==> src/rtl/axi_fourchan_slave_wr_sequencer.sv <==
// Purpose: slave-side AXI write sequencer; gates AW on an outstanding limit, releases W only for accepted bursts, checks WLAST and tracks B retirement.
// Latency: 0 cycles on all AW/W gates; outstanding_cnt and error flags update 1 cycle after the handshake.
// Backpressure: AW stalls at the outstanding limit or when the AWLEN FIFO is full; W stalls while no burst has been accepted.
//
// Ports:
//   clk_wr, rst_wr_n             clock, async active-low reset
//   rx_aw_vld/rx_aw_ready/rx_awlen  AW side of the link receive FIFO
//   user_awvalid/user_awready    AW handshake with the user slave
//   rx_w_vld/rx_w_ready/rx_wlast W side of the link receive FIFO
//   user_wvalid/user_wready      W handshake with the user slave
//   user_bvalid/user_b_ready     B handshake, observed only
//   err_clr                      clears the sticky error flags
//   outstanding_cnt, wlast_err, b_underflow_err  status

// Small circular FIFO holding the AWLEN of every accepted burst.
// Latency: head visible the cycle after the first push; no bypass.
// Backpressure: caller must not push while full or pop while empty.
module axi_fourchan_slave_wr_sequencer_fifo #(
    parameter int WIDTH = 8,
    parameter int DEPTH = 8
) (
    input  logic             clk,
    input  logic             rst_n,
    input  logic             push,
    input  logic [WIDTH-1:0] push_dat,
    input  logic             pop,
    output logic [WIDTH-1:0] head_dat,
    output logic             full,
    output logic             empty
);
    localparam int PTR_W = (DEPTH > 1) ? $clog2(DEPTH) : 1;
    localparam int OCC_W = $clog2(DEPTH + 1);
    localparam logic [PTR_W-1:0] LAST_PTR  = PTR_W'(DEPTH - 1);
    localparam logic [OCC_W-1:0] DEPTH_OCC = OCC_W'(DEPTH);

    logic [WIDTH-1:0] mem [DEPTH];
    logic [PTR_W-1:0] wr_ptr;
    logic [PTR_W-1:0] rd_ptr;
    logic [OCC_W-1:0] occ;

    // Pointers wrap modulo DEPTH so non-power-of-two depths work.
    function automatic logic [PTR_W-1:0] ptr_inc(input logic [PTR_W-1:0] p);
        return (p == LAST_PTR) ? '0 : p + 1'b1;
    endfunction

    assign head_dat = mem[rd_ptr];
    assign full     = (occ == DEPTH_OCC);
    assign empty    = (occ == '0);

    always_ff @(posedge clk) begin
        if (push) begin
            mem[wr_ptr] <= push_dat;
        end
    end

    always_ff @(posedge clk or negedge rst_n) begin
        if (!rst_n) begin
            wr_ptr <= '0;
            rd_ptr <= '0;
            occ    <= '0;
        end else begin
            if (push) begin
                wr_ptr <= ptr_inc(wr_ptr);
            end
            if (pop) begin
                rd_ptr <= ptr_inc(rd_ptr);
            end
            case ({push, pop})
                2'b10:   occ <= occ + 1'b1;
                2'b01:   occ <= occ - 1'b1;
                default: occ <= occ;
            endcase
        end
    end
endmodule

module axi_fourchan_slave_wr_sequencer #(
    parameter int MAX_OUTSTANDING = 8,
    parameter int CNT_W           = $clog2(MAX_OUTSTANDING + 1)
) (
    input  logic             clk_wr,
    input  logic             rst_wr_n,
    input  logic             rx_aw_vld,
    output logic             rx_aw_ready,
    input  logic [7:0]       rx_awlen,
    output logic             user_awvalid,
    input  logic             user_awready,
    input  logic             rx_w_vld,
    output logic             rx_w_ready,
    input  logic             rx_wlast,
    output logic             user_wvalid,
    input  logic             user_wready,
    input  logic             user_bvalid,
    input  logic             user_b_ready,
    input  logic             err_clr,
    output logic [CNT_W-1:0] outstanding_cnt,
    output logic             wlast_err,
    output logic             b_underflow_err
);
    localparam logic [CNT_W-1:0] MAX_CNT = CNT_W'(MAX_OUTSTANDING);

    logic             aw_ok;
    logic             w_ok;
    logic             aw_hs;
    logic             w_hs;
    logic             b_hs;
    logic             fifo_full;
    logic             fifo_empty;
    logic             burst_end;
    logic [7:0]       head_len;
    logic [7:0]       beat_cnt;
    logic [CNT_W-1:0] cnt_nxt;
    logic             b_uf_set;
    logic             wlast_set;

    assign aw_ok        = (outstanding_cnt < MAX_CNT) && !fifo_full;
    assign user_awvalid = rx_aw_vld & aw_ok;
    assign rx_aw_ready  = user_awready & aw_ok;
    assign aw_hs        = user_awvalid & user_awready;

    // No bypass: a burst's W beats wait until its AWLEN is in the FIFO.
    assign w_ok         = !fifo_empty;
    assign user_wvalid  = rx_w_vld & w_ok;
    assign rx_w_ready   = user_wready & w_ok;
    assign w_hs         = user_wvalid & user_wready;

    assign b_hs         = user_bvalid & user_b_ready;

    // Burst boundaries come from AWLEN; WLAST is only checked against them.
    assign burst_end    = w_hs && (beat_cnt == head_len);
    assign wlast_set    = w_hs && (burst_end ? !rx_wlast : rx_wlast);

    axi_fourchan_slave_wr_sequencer_fifo #(
        .WIDTH (8),
        .DEPTH (MAX_OUTSTANDING)
    ) u_awlen_fifo (
        .clk      (clk_wr),
        .rst_n    (rst_wr_n),
        .push     (aw_hs),
        .push_dat (rx_awlen),
        .pop      (burst_end),
        .head_dat (head_len),
        .full     (fifo_full),
        .empty    (fifo_empty)
    );

    // An AW and a B in the same cycle cancel, except at zero where the B
    // has nothing to retire yet and is absorbed without an error.
    always_comb begin
        cnt_nxt  = outstanding_cnt;
        b_uf_set = 1'b0;
        case ({aw_hs, b_hs})
            2'b10: cnt_nxt = outstanding_cnt + 1'b1;
            2'b01: begin
                if (outstanding_cnt != '0) begin
                    cnt_nxt = outstanding_cnt - 1'b1;
                end else begin
                    b_uf_set = 1'b1;
                end
            end
            2'b11: begin
                if (outstanding_cnt == '0) begin
                    cnt_nxt = CNT_W'(1);
                end
            end
            default: cnt_nxt = outstanding_cnt;
        endcase
    end

    always_ff @(posedge clk_wr or negedge rst_wr_n) begin
        if (!rst_wr_n) begin
            outstanding_cnt <= '0;
            beat_cnt        <= '0;
            wlast_err       <= 1'b0;
            b_underflow_err <= 1'b0;
        end else begin
            outstanding_cnt <= cnt_nxt;
            if (burst_end) begin
                beat_cnt <= '0;
            end else if (w_hs) begin
                beat_cnt <= beat_cnt + 1'b1;
            end
            // A new error in the clearing cycle wins over err_clr.
            wlast_err       <= wlast_set | (wlast_err & ~err_clr);
            b_underflow_err <= b_uf_set  | (b_underflow_err & ~err_clr);
        end
    end
endmodule

==> config.mk <==
export PLATFORM = sky130hd
export DESIGN_NAME = axi_fourchan_slave_wr_sequencer
export DESIGN_NICKNAME = d
export VERILOG_FILES = /design/src/rtl/axi_fourchan_slave_wr_sequencer.sv
export SDC_FILE = /design/constraint.sdc
export NUM_CORES = 1
export LEC_CHECK = 0
export ABC_CLOCK_PERIOD_IN_PS = 3800
export BUFFER_PORTS_ARGS = -buffer_cell sky130_fd_sc_hd__buf_2
export CORE_MARGIN = 5
export CORE_UTILIZATION = 40
export DETAILED_ROUTE_END_ITERATION = 8
export HOLD_SLACK_MARGIN = 0.06
export SYNTH_ARGS = -nofsm -noshare
export SYNTH_HDL_FRONTEND = slang
export SYNTH_SLANG_ARGS = --single-unit
==> constraint.sdc <==
create_clock -name clk_wr -period 3.8 [get_ports clk_wr]
set_input_delay 0.19 -clock clk_wr [delete_from_list [all_inputs] [get_ports clk_wr]]
set_output_delay 0.19 -clock clk_wr [all_outputs]
set_load 0.1 [all_outputs]
-- Word level (Yosys, flattened, before mapping)
Memories as Yosys holds them, arrays and structs flattened.
Index checks and enable logic that the tools add are counted.
- flip-flop bits (word level): 24
- bits of input ports: 18
- output and inout bits: 10
- word-level logic and storage cells: 65
- bits in writable memories: 64
- memories kept: 1
- reduce and logical (&&, ||, !) cells: 13
- bitwise operators: 12
- eq/ne operators: 11
- order comparisons: 1
- mux-type cells: 13
- add/sub/neg operators: 7
- memories (memory ; words ; bits a word ; read ports ; clocked after memory_dff ; wr ports ; RTL line ; source):
    u_awlen_fifo.mem ; 8 ; 8 ; 1 ; 0 ; 1 ; 36 ; logic [WIDTH-1:0] mem [DEPTH];
- operators by type and width (kind ; number):
    $mux W8 ; 2
    $pmux W4 S3 ; 1
    $and A1 B1 Y1 ; 9
    $add A4 B1 Y4 const B ; 2
    $add A8 B1 Y8 const B ; 1
    $eq A8 B8 Y1 ; 1
    $logic_not A4 Y1 ; 2
    $mux W4 ; 2
    $pmux W4 S2 ; 1
    $sub A4 B1 Y4 const B ; 2
    $add A3 B1 Y3 const B ; 2
    $eq A2 B2 Y1 const B ; 3
    $eq A3 B3 Y1 const B ; 2
    $mux W3 ; 2
    $mux W1 ; 5
    $eq A2 B1 Y1 const B ; 2
    $eq A4 B4 Y1 const B ; 1
    $lt A4 B4 Y1 const B ; 1
    $ne A2 B2 Y1 const B ; 2
    $reduce_bool A2 Y1 ; 2
    $reduce_bool A4 Y1 ; 1
    $logic_and A1 B1 Y1 ; 3
    $logic_not A1 Y1 ; 3
    $reduce_and A3 Y1 ; 1
    3 further kinds ; 4

-- Longest topological paths before layout
- depth in word-level cells: 8
- gate-level depth with buffers: 14
- mapped depth without buffers: 12

-- Modules after synthesis
From an unflattened synthesis, not the netlist that was laid out.
- cells, all modules: 257
- area, all modules: 4016.4 sq um
- by module, submodules not included (module ; instances ; area each (sq um) ; cells an instance ; sequential area each (sq um)):
    axi_fourchan_slave_wr_sequencer_fifo ; 1 ; 3074.2 ; 151 ; 2172.1
    axi_fourchan_slave_wr_sequencer ; 1 ; 942.2 ; 106 ; 350.3

-- Worst setup path after synthesis
OpenSTA, ideal clock, no wires.
- path kind: register -> register
- from: register outstanding_cnt[3]
- to: memory u_awlen_fifo.mem[1][0], enable pin
- setup time: 0.383 ns
- path buffers: 0
- data required time: 3.417 ns
- setup slack: 0.686 ns
- arrival: 2.731 ns
- cell stages (with the launch flop): 5
- clock period less this slack: 3.114 ns
- path through: dfrtp_1 > a21oi_1 > and2_1 > nand3_1 > nor3_1
- cells in the longest elaborated chain, start to end: 6
- RTL lines (element ; RTL line ; source):
    from (decl) ; 96 ; output logic [CNT_W-1:0] outstanding_cnt,
    from (signal assigned) ; 177 ; outstanding_cnt <= cnt_nxt;
    $lt A4 B4 Y1 ; 116 ; assign aw_ok = (outstanding_cnt < MAX_CNT) && !fifo_full;
    $logic_and A1 B1 Y1 ; 116 ;
    $and A1 B1 Y1 ; 117 ; assign user_awvalid = rx_aw_vld & aw_ok;
    $and A1 B1 Y1 ; 119 ; assign aw_hs = user_awvalid & user_awready;
    $mux W1 ; 51 ; if (push) begin
    $mux W1 (not written as such) ; 52 ; mem[wr_ptr] <= push_dat;
    to (decl) ; 36 ;
No other way between the ends.

-- Worst setup path in the final report
- from: register u_awlen_fifo.rd_ptr[1]
- to: register u_awlen_fifo.occ[3]
- cells in the longest elaborated chain, start to end: 5
- elaborated cells between the ends (all ways): 7
- those cells by class: 3 x eq/ne; 1 x mux; 2 x reduce/logical; 1 x memory
- RTL lines (element ; RTL line ; source):
    from (decl) ; 38 ; logic [PTR_W-1:0] rd_ptr;
    from (signal assigned) ; 66 ; rd_ptr <= ptr_inc(rd_ptr);
    $mem_v2 Z8 W8 (*) ; -- ;
    $eq A8 B8 Y1 (*) ; 130 ; assign burst_end = w_hs && (beat_cnt == head_len);
    $logic_and A1 B1 Y1 (*) ; 130 ;
    $eq A2 B1 Y1 or $eq A2 B2 Y1 (tied branches) ; 68 ; case ({push, pop})
    $pmux W4 S2 or $reduce_bool A2 Y1 (tied branches) ; -- ;
    to (signal assigned) ; 69 ; 2'b10: occ <= occ + 1'b1;
    to (signal assigned) ; 70 ; 2'b01: occ <= occ - 1'b1;
    to (decl) ; 39 ; logic [OCC_W-1:0] occ;
Every way passes the cells marked *; elsewhere a longest branch is shown, timed or not.
A chain may end at the register's enable or synchronous reset.

==> results.md <==
* Startpoint of the worst hold path: rx_awlen[5]
* Distinct cell type count after synthesis at 48
* CTS resizes at 0
* Setup slack on the worst flop-to-flop path at 410 ps
* Reg2reg end: u_awlen_fifo.occ[3]
* Required time at the worst-slack endpoint at 4050 ps
* Post-DP HPWL at 5376 um
* Final #Nets at 351
* Setup Buffers After CTS at 0
* Static leakage at 1.725 nW
* # hold bufs at CTS at 2
* IO Port Bufs at 27
* Count of maximum capacitance violations at 0
* 1st-pass router iterations at 6
* Count of final hold-check violations at 0
* Worst skew pair latency at 360 ps
* Worst Skew at 11.73 ps
* Clock-pin slew on the worst setup and hold paths at 90 ps
* Critical-path top delay cell: sky130_fd_sc_hd__dfrtp_1
* Die area at 12260 um^2
* Largest driver fanout on the critical path at 12
* Worst setup path category: reg2reg
* Total clock sinks at 88
* Power share of the combinational group at 0.284
* Start of the worst register-to-register path: u_awlen_fifo.rd_ptr[1]
* Filler Cell Count at 897
* Count of mapped cells out of synthesis at 282
* Buffer levels on the longest clock path at 2
* Net count after synthesis at 312
* Worst-case hold path end point: u_awlen_fifo.mem[0][5]
* Starting density of the core at 0.4134
* Arrival time of the worst setup path at 3650 ps
* Portion of the post-synthesis area used by sequential elements at 0.6215
* WL/cell at 17.06 um
* Final setup fails at 0
* Horizontal extent of the die at 110.7 um
* Via count of the routed design at 2353
* Rows at 36
* Total congestion overflow after global routing at 0
* Internal power contribution at 1.785 mW
* Worst setup EP type: flop
* Routed vias/inst at 5.126
* Top area cells in the synthesized netlist: sky130_fd_sc_hd__edfxtp_1 (47%), sky130_fd_sc_hd__dfrtp_1 (15%), sky130_fd_sc_hd__mux2i_1 (5.7%), sky130_fd_sc_hd__mux4_2 (3.3%), sky130_fd_sc_hd__ha_1 (3.1%)
* RSZ-0062 raised after global routing: false
* Number of buffers added by the clock tree synthesis step at 9
* Proportion of synthesized flip-flops having asynchronous set or reset at 0.2727
* First-pass GRT wire length at 13120 um
* Fin. max-slew vios at 0
* Count of antenna-violating nets left after detailed routing at 0
* Number of ports placed on the die boundary at 28
* Cell area power density at 614.5 nW/um^2
* Total Routing Usage GR at 0.1369
* Worst slew pin tran at 921.7 ps
* Fmax achieved at 0.2946 GHz
* Iteration-0 DRC Markers at 114
* Synth top area share at 0.4735
* Most common cell after layout, fill and taps aside: sky130_fd_sc_hd__edfxtp_1
* Deepest level of the CTS H-tree at 3
* Class of the worst hold path: in2reg
* Area of the core region at 9819 um^2
* Ys flop type: sky130_fd_sc_hd__edfxtp_1
* Die height at 110.7 um
* Fin Hold WS at 99.94 ps
* Max VDD drop at 0.3706 mV
* Pin count of the biggest net entering global routing at 29
* Hold-critical path depth at 1
* NetSw at 1.051 mW
* Cells traversed along the worst timing path: mux4_2, mux2i_1, xor2_1, nand2_1, nor4_2, ha_1, ha_1, a21o_1, a21oi_1, xnor2_1, nor2_1, xor2_1
* Weighted congestion reported at the end of routability-driven placement at 0.8068
* Area of the mapped netlist at 4059 um^2
* Fraction of final layout cells sized beyond drive strength 1 at 0.2086
* Post-synthesis sequential element count at 88
* Detailed Route WL at 7830 um
* Net Sw Frac at 0.3707
* Clock power frac at 0.258
* TritonCTS clock tree: yes
* Critical path startpoint category: flop
* Delay of the slowest critical-path stage at 660 ps
* Largest area contributor in the synthesized netlist: sky130_fd_sc_hd__edfxtp_1
* Area overhead of the layout relative to synthesis at 13.72%
* Antenna violations before repair at 0
* Leading cell types in the layout, fill and taps excluded: sky130_fd_sc_hd__edfxtp_1 (64), sky130_fd_sc_hd__buf_2 (27), sky130_fd_sc_hd__dfrtp_1 (24), sky130_fd_sc_hd__mux2i_1 (23), sky130_fd_sc_hd__nor2_1 (18)
* Part of the total power dissipated in sequential elements at 0.458
* # DRC at 0
* Number of enable flip-flop cells after synthesis at 64
* Average cell area after synthesis at 14.39 um^2
* Total number of yosys warnings at 0
* Final worst path period need at 3395 ps
* Final period util at 0.8933
* Outcome: complete, no violations
* Slew Limit Headroom at 0.3833
* Post-Route Setup TNS at 0 ps
* CTS Root Cell: sky130_fd_sc_hd__clkbuf_8
* Via count of the first global-routing pass at 2394
* Ant. Diodes at 0
* Number of cell instances on the worst register-to-register path at 12
-- cells by family (layout without fill, tap and decap cells) --
family | after synthesis | after routing | share of synthesized area
flip-flops | 88 | 88 | 0.6215
AND/OR/NAND/NOR | 80 | 80 | 0.1107
AO/OA/AOI/OAI | 39 | 39 | 0.06690
multiplexers | 34 | 34 | 0.1085
buffers and inverters | 15 | 59 | 0.01973
XOR/XNOR | 14 | 14 | 0.03206
adder cells (fa/ha/maj) | 12 | 12 | 0.04069
-- per-layer routing --
metal | share of wire | GRT usage | up-vias | wire [um]
met2 | 0.47 | 0.2116 | 40 | 3652
met4 | 0.0095 | 0.03695 | 0 | 74
met5 | 0 | 0 | - | 0
met3 | 0.037 | 0.03930 | 7 | 287
met1 | 0.49 | 0.1895 | 1167 | 3817
li1 | - | - | 1139 | -
-- worst max-delay path by stage --
stage	startpoint	end	slack, ps	cells past startpoint
2_1_floorplan	outstanding_cnt[3]	u_awlen_fifo.mem[1][0]	690	4
3_3_place_gp	u_awlen_fifo.rd_ptr[1]	u_awlen_fifo.occ[3]	410	12
3_5_place_dp	u_awlen_fifo.rd_ptr[1]	u_awlen_fifo.occ[3]	350	12
4_1_cts	u_awlen_fifo.rd_ptr[1]	u_awlen_fifo.occ[3]	350	12
5_1_grt	u_awlen_fifo.rd_ptr[1]	u_awlen_fifo.occ[3]	100	12
6_report	u_awlen_fifo.rd_ptr[1]	u_awlen_fifo.occ[3]	410	12
-- cell type report --
type	count	area (um^2)	share of cell area
timing repair buffer	35	212.7	0.04608
clock buffer	9	123.9	0.02684
sequential	88	2522	0.5465
tap	133	166.4	0.03605
clock inverter	7	103.9	0.02250
multi-input combinational	179	1456	0.3155
inverter	8	30.03	0.006506
-- cell usage after synthesis, types with 6 or more instances --
library cell,n
sky130_fd_sc_hd__xor2_1,11
sky130_fd_sc_hd__mux4_2,6
sky130_fd_sc_hd__nand2b_1,6
sky130_fd_sc_hd__inv_1,8
sky130_fd_sc_hd__edfxtp_1,64
sky130_fd_sc_hd__a21oi_1,6
sky130_fd_sc_hd__a22oi_1,8
sky130_fd_sc_hd__nand2_1,15
sky130_fd_sc_hd__mux2i_1,23
sky130_fd_sc_hd__nor2_1,18
sky130_fd_sc_hd__and2_1,7
sky130_fd_sc_hd__dfrtp_1,24
sky130_fd_sc_hd__ha_1,10
sky130_fd_sc_hd__o21ai_0,10
-- registers in the layout (all words and copies together) (netlist names) --
register,flops
u_awlen_fifo.occ,4
u_awlen_fifo.wr_ptr,3
beat_cnt,8
outstanding_cnt,4
b_underflow_err,1
u_awlen_fifo.rd_ptr,3
u_awlen_fifo.mem,64
wlast_err,1
-- power groups by stage --
stage               Clock (mW)  Sequential [mW]  Combinational, mW
floorplan                    0             1.45              0.474
global placement             0             1.31              0.787
detailed placement           0             1.32              0.809
CTS                      0.747             1.30              0.815
global route             0.794             1.32              0.884
finish                   0.732             1.30              0.805
-- worst max-delay path: cells and delay by family, from the launching register on --
family	cells	cell delay (ps)
adders and majority gates	2	500
DFF	1	660
and+or+nand+nor	3	540
muxes	2	770
AOI/OAI and AO/OA	2	340
xor gates and xnor gates	3	470
-- metrics by stage --
| stage | power (mW) | std cells | setup WS, ps | cell area, um^2 | util |
|---|---|---|---|---|---|
| after floorplan | 1.926 | 282 | 686.1 | 4059 | - |
| after global placement | 2.102 | 441 | 414.0 | 4368 | 0.4448 |
| after detailed placement | 2.128 | 441 | 346.3 | 4368 | 0.4448 |
| after CTS | 2.859 | 459 | 348.8 | 4616 | 0.4701 |
| after global routing | 3.001 | 459 | 97.58 | 4616 | 0.4701 |
| final | 2.836 | 459 | 405.3 | 4616 | 0.4701 |
(Power assumes the default switching activity.)
